**config.mk**
```make
export PLATFORM = sky130hd
export DESIGN_NAME = pwm_deadtime_gen
export DESIGN_NICKNAME = d
export VERILOG_FILES = /design/src/rtl/dds_pkg.sv /design/src/rtl/deadtime_leg.sv /design/src/rtl/pwm_deadtime_gen.sv
export SDC_FILE = /design/constraint.sdc
export NUM_CORES = 1
export LEC_CHECK = 0
export BUFFER_PORTS_ARGS = -buffer_cell sky130_fd_sc_hd__buf_2
export CAP_MARGIN = 15
export CORE_UTILIZATION = 40
export CTS_BUF_LIST = sky130_fd_sc_hd__clkbuf_2
export DETAILED_ROUTE_END_ITERATION = 12
export PLACE_DENSITY = 0.7
export SLEW_MARGIN = 25
export SYNTH_ARGS = -nofsm -noshare
export SYNTH_HDL_FRONTEND = slang
export SYNTH_SLANG_ARGS = --single-unit
export TNS_END_PERCENT = 100
```
**constraint.sdc**
```tcl
create_clock -name clk -period 1.9 [get_ports clk]
set_input_delay 0.38 -clock clk [delete_from_list [all_inputs] [get_ports clk]]
set_output_delay 0.38 -clock clk [all_outputs]
set_load 0.1 [all_outputs]
```
**src/rtl/dds_pkg.sv**
```systemverilog
// rtl/dds_pkg.sv - shared gate-drive state encoding and timing defaults
package dds_pkg;

  typedef enum logic [1:0] {
    OFF   = 2'd0,
    DEAD  = 2'd1,
    HS_ON = 2'd2,
    LS_ON = 2'd3
  } leg_state_t;

  localparam int DEAD_CYCLES_DEF = 8;
  localparam int MIN_PULSE_DEF   = 4;

  function automatic int max_int(input int a, input int b);
    return (a > b) ? a : b;
  endfunction

endpackage

```
**src/rtl/deadtime_leg.sv**
```systemverilog
// rtl/deadtime_leg.sv - one half-bridge leg: pwm register, dead-time/min-pulse FSM, gate regs
module deadtime_leg
  import dds_pkg::*;
#(
  parameter int DEAD_CYCLES = DEAD_CYCLES_DEF,
  parameter int MIN_PULSE   = MIN_PULSE_DEF
) (
  input  logic clk,
  input  logic resetn,
  input  logic force_off,
  input  logic pwm_in,
  output logic hs_gate,
  output logic ls_gate
);

  localparam int CNT_W = $clog2(max_int(DEAD_CYCLES, MIN_PULSE) + 1);
  localparam logic [CNT_W-1:0] DEAD_LOAD = CNT_W'(DEAD_CYCLES - 1);
  localparam logic [CNT_W-1:0] MIN_LOAD  = CNT_W'(MIN_PULSE - 1);

  leg_state_t       state, state_nxt;
  logic [CNT_W-1:0] cnt, cnt_nxt;
  logic             pwm_q;

  // Gates decode the next state so they change on the same edge as the state.
  always_ff @(posedge clk) begin
    if (resetn) begin
      state   <= OFF;
      cnt     <= '0;
      pwm_q   <= 1'b0;
      hs_gate <= 1'b0;
      ls_gate <= 1'b0;
    end else begin
      state   <= state_nxt;
      cnt     <= cnt_nxt;
      pwm_q   <= pwm_in;
      hs_gate <= (state_nxt == HS_ON);
      ls_gate <= (state_nxt == LS_ON);
    end
  end

  always_comb begin
    state_nxt = state;
    cnt_nxt   = (cnt != '0) ? cnt - 1'b1 : '0;
    if (force_off) begin
      state_nxt = OFF;
      cnt_nxt   = '0;
    end else begin
      case (state)
        OFF: begin
          state_nxt = DEAD;
          cnt_nxt   = DEAD_LOAD;
        end
        DEAD: begin
          if (cnt == '0) begin
            state_nxt = pwm_q ? HS_ON : LS_ON;
            cnt_nxt   = MIN_LOAD;
          end
        end
        HS_ON: begin
          if (cnt == '0 && !pwm_q) begin
            state_nxt = DEAD;
            cnt_nxt   = DEAD_LOAD;
          end
        end
        LS_ON: begin
          if (cnt == '0 && pwm_q) begin
            state_nxt = DEAD;
            cnt_nxt   = DEAD_LOAD;
          end
        end
        default: begin
          state_nxt = OFF;
          cnt_nxt   = '0;
        end
      endcase
    end
  end

endmodule

```
**src/rtl/pwm_deadtime_gen.sv**
```systemverilog
// rtl/pwm_deadtime_gen.sv - multi-leg complementary gate drive with dead time and fault latch
module pwm_deadtime_gen
  import dds_pkg::*;
#(
  parameter int NLEGS       = 2,
  parameter int DEAD_CYCLES = DEAD_CYCLES_DEF,
  parameter int MIN_PULSE   = MIN_PULSE_DEF
) (
  input  logic             clk,
  input  logic             resetn,
  input  logic             en,
  input  logic [NLEGS-1:0] pwm_in,
  input  logic             fault_in,
  input  logic             fault_clr,
  output logic [NLEGS-1:0] hs_gate,
  output logic [NLEGS-1:0] ls_gate,
  output logic             fault_latched
);

  logic force_off;

  // A clear request is only honoured once the fault source has gone away.
  always_ff @(posedge clk) begin
    if (resetn) begin
      fault_latched <= 1'b0;
    end else if (fault_in) begin
      fault_latched <= 1'b1;
    end else if (fault_clr) begin
      fault_latched <= 1'b0;
    end
  end

  assign force_off = fault_latched | fault_in | ~en;

  for (genvar i = 0; i < NLEGS; i++) begin : g_leg
    deadtime_leg #(
      .DEAD_CYCLES(DEAD_CYCLES),
      .MIN_PULSE  (MIN_PULSE)
    ) u_leg (
      .clk      (clk),
      .resetn   (resetn),
      .force_off(force_off),
      .pwm_in   (pwm_in[i]),
      .hs_gate  (hs_gate[i]),
      .ls_gate  (ls_gate[i])
    );
  end

endmodule

```
==> Word level (Yosys, flattened, before mapping) <==
Cells that the tools add are included.
{ "word_totals": {"elab_cells": 64, "ff_bits": 19, "out_inout_bits": 5} }
{ "classes": {"n_reduce_logical": 14, "bitwise_logic": 3, "n_mux": 24, "addsub": 2, "n_eq_ne": 10} }
{ "op_table": {"columns": ["cell", "count"], "rows": [
  ["$mux W4", 8],
  ["$pmux W4 S4", 2],
  ["$eq A2 B2 Y1 const B", 8],
  ["$mux W2", 8],
  ["$pmux W2 S4", 2],
  ["$logic_not A4 Y1", 2],
  ["$reduce_bool A4 Y1", 2],
  ["$sub A4 B1 Y4 const B", 2],
  ["$eq A2 B1 Y1 const B", 2],
  ["$logic_and A1 B1 Y1", 4],
  ["$logic_not A2 Y1", 2],
  ["$mux W1", 4],
  ["$logic_not A1 Y1", 2],
  ["$or A1 B1 Y1", 2],
  ["$reduce_bool A2 Y1", 1],
  ["$reduce_or A2 Y1", 1],
  ["$not A1 Y1", 1]
]} }

==> Longest topological paths before layout <==
{ "logic_depth": {"word_depth": 6, "ltp_mapped": 6, "mapped_depth_nobuf": 5} }

==> Modules after synthesis <==
A second synthesis with hierarchy kept.
{ "unflattened": {"hier_cells": 114, "hier_area_um2": 1004.7} }
{ "by_module_without_submodules": {"columns": ["mod", "cells_per_inst", "n_inst", "area_each_um2"], "rows": [
  ["deadtime_leg", 54, 2, 479.2],
  ["pwm_deadtime_gen", 6, 1, 46.3]
]} }

==> Least setup slack after synthesis <==
OpenSTA, ideal clock, no wires.
{ "synth_path": {"kind": "register to register", "start": "register fault_latched", "end": "register g_leg[0].u_leg.cnt[0]", "path_stages_with_launch": 4, "arrival_time_ps": 1789, "period_less_slack_ps": 1893, "required_ps": 1797, "setup_ps": 103, "path_slack_ps": 7, "n_path_buf": 1, "path_cell_list": "dfxtp_1 -> or4b_1 -> clkbuf_1 -> a2111oi_2"} }
{ "synth_between": {"elab_chain_len": 3} }
{ "synth_rtl": {"columns": ["item", "line", "rtl"], "rows": [
  ["start, declared", "pwm_deadtime_gen.sv:17", "output logic fault_latched"],
  ["start signal, assigned", "pwm_deadtime_gen.sv:25", "fault_latched <= 1'b0;"],
  ["start signal, assigned", "pwm_deadtime_gen.sv:27", "fault_latched <= 1'b1;"],
  ["start signal, assigned", "pwm_deadtime_gen.sv:29", "fault_latched <= 1'b0;"],
  ["$or A1 B1 Y1 (2 in a row)", "pwm_deadtime_gen.sv:33", "assign force_off = fault_latched | fault_in | ~en;"],
  ["$reduce_or A2 Y1 (no line)", null, null],
  ["end signal, assigned", "deadtime_leg.sv:34", "cnt <= cnt_nxt;"],
  ["end, declared", "deadtime_leg.sv:21", "logic [CNT_W-1:0] cnt, cnt_nxt;"]
]} }
Every way passes these cells.
A chain may end at the register's enable or synchronous reset.

==> Worst setup path after layout <==
{ "layout_path": {"start": "register g_leg[0].u_leg.cnt[0]", "end": "register g_leg[0].u_leg.cnt[1]"} }
{ "layout_between": {"elab_chain_len": 4, "elab_cells_between_ends": 10, "cone_classes": "add/sub (1); mux (5); reduce/logical (4)"} }
{ "layout_rtl": {"columns": ["item", "line", "rtl"], "rows": [
  ["$sub A4 B1 Y4 (tied with other cells)", "deadtime_leg.sv:43", "cnt_nxt = (cnt != '0) ? cnt - 1'b1 : '0;"],
  ["$mux W4 (tied with other cells)", "deadtime_leg.sv:43", null],
  ["$mux W4 (on tied branches)", "deadtime_leg.sv:66, deadtime_leg.sv:54, deadtime_leg.sv:60", null],
  ["$pmux W4 S4 (*)", "deadtime_leg.sv:48", "case (state)"]
]} }
Mark *: on every way between the ends. The rest lies on a longest branch, timed or not.

==> impl_metrics.ini <==
[global_route]
grt_pass1_wl_mm = 3.367
overflow = 0
track_usage = 0.1661
first_global_vias = 809
antenna_found_initial = 0
use_met1 = 0.2186
gr-usage-met2 = 0.2619
grt_use_met3 = 0.02632
gr-max-usage-layer = met2
grt_max_degree = 14

[status]
status = complete, no violations

[die]
chipWidth_um = 51.68
placementRows = 17
floorplan.initialDensity = 0.4338
io_pins = 12
design.die.area_um2 = 2671
coreArea_um2 = 2276
die_height_um = 51.68

[yosys]
synth_nets = 119
yosysWarningCount = 0
synth_edf_count = 0
ys_types = 30
yosysMostFrequentCell = dfxtp_1
yosys-top-cells-area = dfxtp_1, a2111oi_2, ha_1
synthArstFlopShare = 0
ys_ff_latch = 19
synth_common_cells = dfxtp_1, inv_1, and3_1, nor3_1
syn_area_um2 = 987.2
synth_top_area_frac = 0.3853
seq_area_frac_synth = 0.3853
postSynthAreaPerCell_um2 = 9.141
synth_ff_type = dfxtp_1
synth_top_area_cell = dfxtp_1
synthCells = 108

[cells_and_area]
nNetsFinal = 130
fin_cells = 146
drive_gt1_frac = 0.2203
diodes = 0
area_delta_synth_final_pct = 9.633

[power_and_ir_drop]
peakVddDrop_uv = 374.7
powerDensity_nw_per_um2 = 653.0
leakagePower_nw = 0.4278

[placement]
portBuffers = 11
dp_slack_ns = 0.1276
hpwl_mm = 1.309
gp_congestion = 0.7743
dpl.cell_count = 142

[sta]
max_slew_margin = 0.6462
finalCritPeriodShare = 0.9557
fin_tns_setup_ns = 0
worst_pin_slew_ns = 0.5233
final_hold_viol_count = 0
fin_skew_ns = 0.0008601
worst_slack_ns = 0.08425
layout_min_cycle_time_ns = 1.816
setup_violations = 0
maxSlewViolCount = 0
worst_hold_slack_ns = 0.2809
rsz0062_at_grt = no
fmax_ghz = 0.5507

[critical_path]
critPathMaxFanout = 7
reg2reg_from = g_leg[0].u_leg.cnt[0]
cp.arrival_ns = 2.02
crit_type = reg2reg
endpoint_kind = register
startpoint = g_leg[0].u_leg.cnt[0]
cp-start-kind = register
critPathRequiredTime_ns = 2.10

[clock_tree]
clock-sinks = 19
postCtsHoldBufs = 0
clkSlewWorstSetupHoldPaths_ns = 0.17
insertion_delay_ns = 0.29
post_cts_buffers = 0
clockBufferDepth = 2
tritoncts = yes
numCtsBuffers = 3
cts-root-buf = clkbuf_2
cts-resized-gates = 0
cts-htree-levels = 1

[routing]
viasPerCell = 5.548
vias = 810
wirelength_mm = 1.848
drcViolationCount = 0
drt_iter0_drc = 25
ant_nets = 0
avgRoutedWirePerCell_um = 12.66
drt_pre_antenna_iters = 4

[job]
maxCapViolCount = 0

[worst_hold_path]
worstHoldStart = resetn
hold_path_class = in2reg
-- layout make-up --
type / instances / area (µm²)
Fill cell: 218 / 1194
Multi-Input combinational cell: 72 / 528.0
Sequential cell: 19 / 380.4
Timing Repair Buffer: 16 / 92.59
Tap cell: 28 / 35.03
Inverter: 7 / 26.28
Clock buffer: 4 / 20.02
-- through the flow --
stage	total power, mW	instance area, µm²	util
after floorplan	0.5024	987.2	-
after global placement	0.5337	1060	0.4656
after detailed placement	0.5375	1060	0.4656
after CTS	0.7120	1080	0.4744
after global routing	0.7468	1082	0.4755
final	0.7067	1082	0.4755
-- worst max-delay path: stages (launching register included) --
cell,delay (ns)
dfxtp_1,0.36
inv_1,0.10
ha_1,0.17
or3b_1,0.46
a22o_1,0.28
a2111oi_2,0.36
-- logic make-up after synthesis --
family | Yosys count | synth area share
buffers and inverters | 17 | 0.08238
AO/OA/AOI/OAI | 23 | 0.1888
XOR/XNOR | 4 | 0.03549
AND/OR/NAND/NOR | 41 | 0.2573
flip-flops | 19 | 0.3853
adder cells (fa/ha/maj) | 4 | 0.05070
-- sequential cells by signal (all words and copies together), names as in the netlist --
register             cells
g_leg.u_leg.hs_gate      2
g_leg.u_leg.cnt          8
fault_latched            1
g_leg.u_leg.state        4
g_leg.u_leg.pwm_q        2
g_leg.u_leg.ls_gate      2
-- cells in the final DEF (no fill, tap or decap), types with 2 or more instances in the layout --
cell type  count
nand2_1        5
a21oi_1        4
xnor2_1        2
nor4b_1        3
ha_1           4
nor3_1         6
a22o_1         4
nand3b_1       2
and3_1         6
clkbuf_2       4
inv_1          7
buf_2         11
o21ai_0        4
o21bai_1       2
dfxtp_1       19
nor2b_1        5
a2111oi_2      4
nand3_1        2
buf_4          5
a31oi_1        4
nor3b_1        2
xor2_1         2
nand4_1        3
or3_1          2
-- per-layer routing --
| layer | vias up | part of all wire |
|---|---|---|
| li1 | 410 | - |
| met1 | 375 | 0.48 |
| met3 | 2 | 0.047 |
| met2 | 23 | 0.46 |
| met4 | 0 | 0.0049 |
| met5 | - | 0 |
-- worst paths after layout --
check	cells after the start	to	slack (ns)
setup / recovery	5	g_leg[0].u_leg.cnt[1]	0.08
setup reg to reg	5	g_leg[0].u_leg.cnt[1]	0.08
hold reg to reg	2	fault_latched	0.58
hold / removal	2	g_leg[0].u_leg.pwm_q	0.28
-- report_power, final --
group	internal (mW)	total, mW	switching, mW	leakage [nW]
combinational	0.0486	0.109	0.0601	0.256
clock	0.0558	0.174	0.118	0.0166
sequential	0.410	0.424	0.0142	0.155
(Power assumes the default switching activity.)
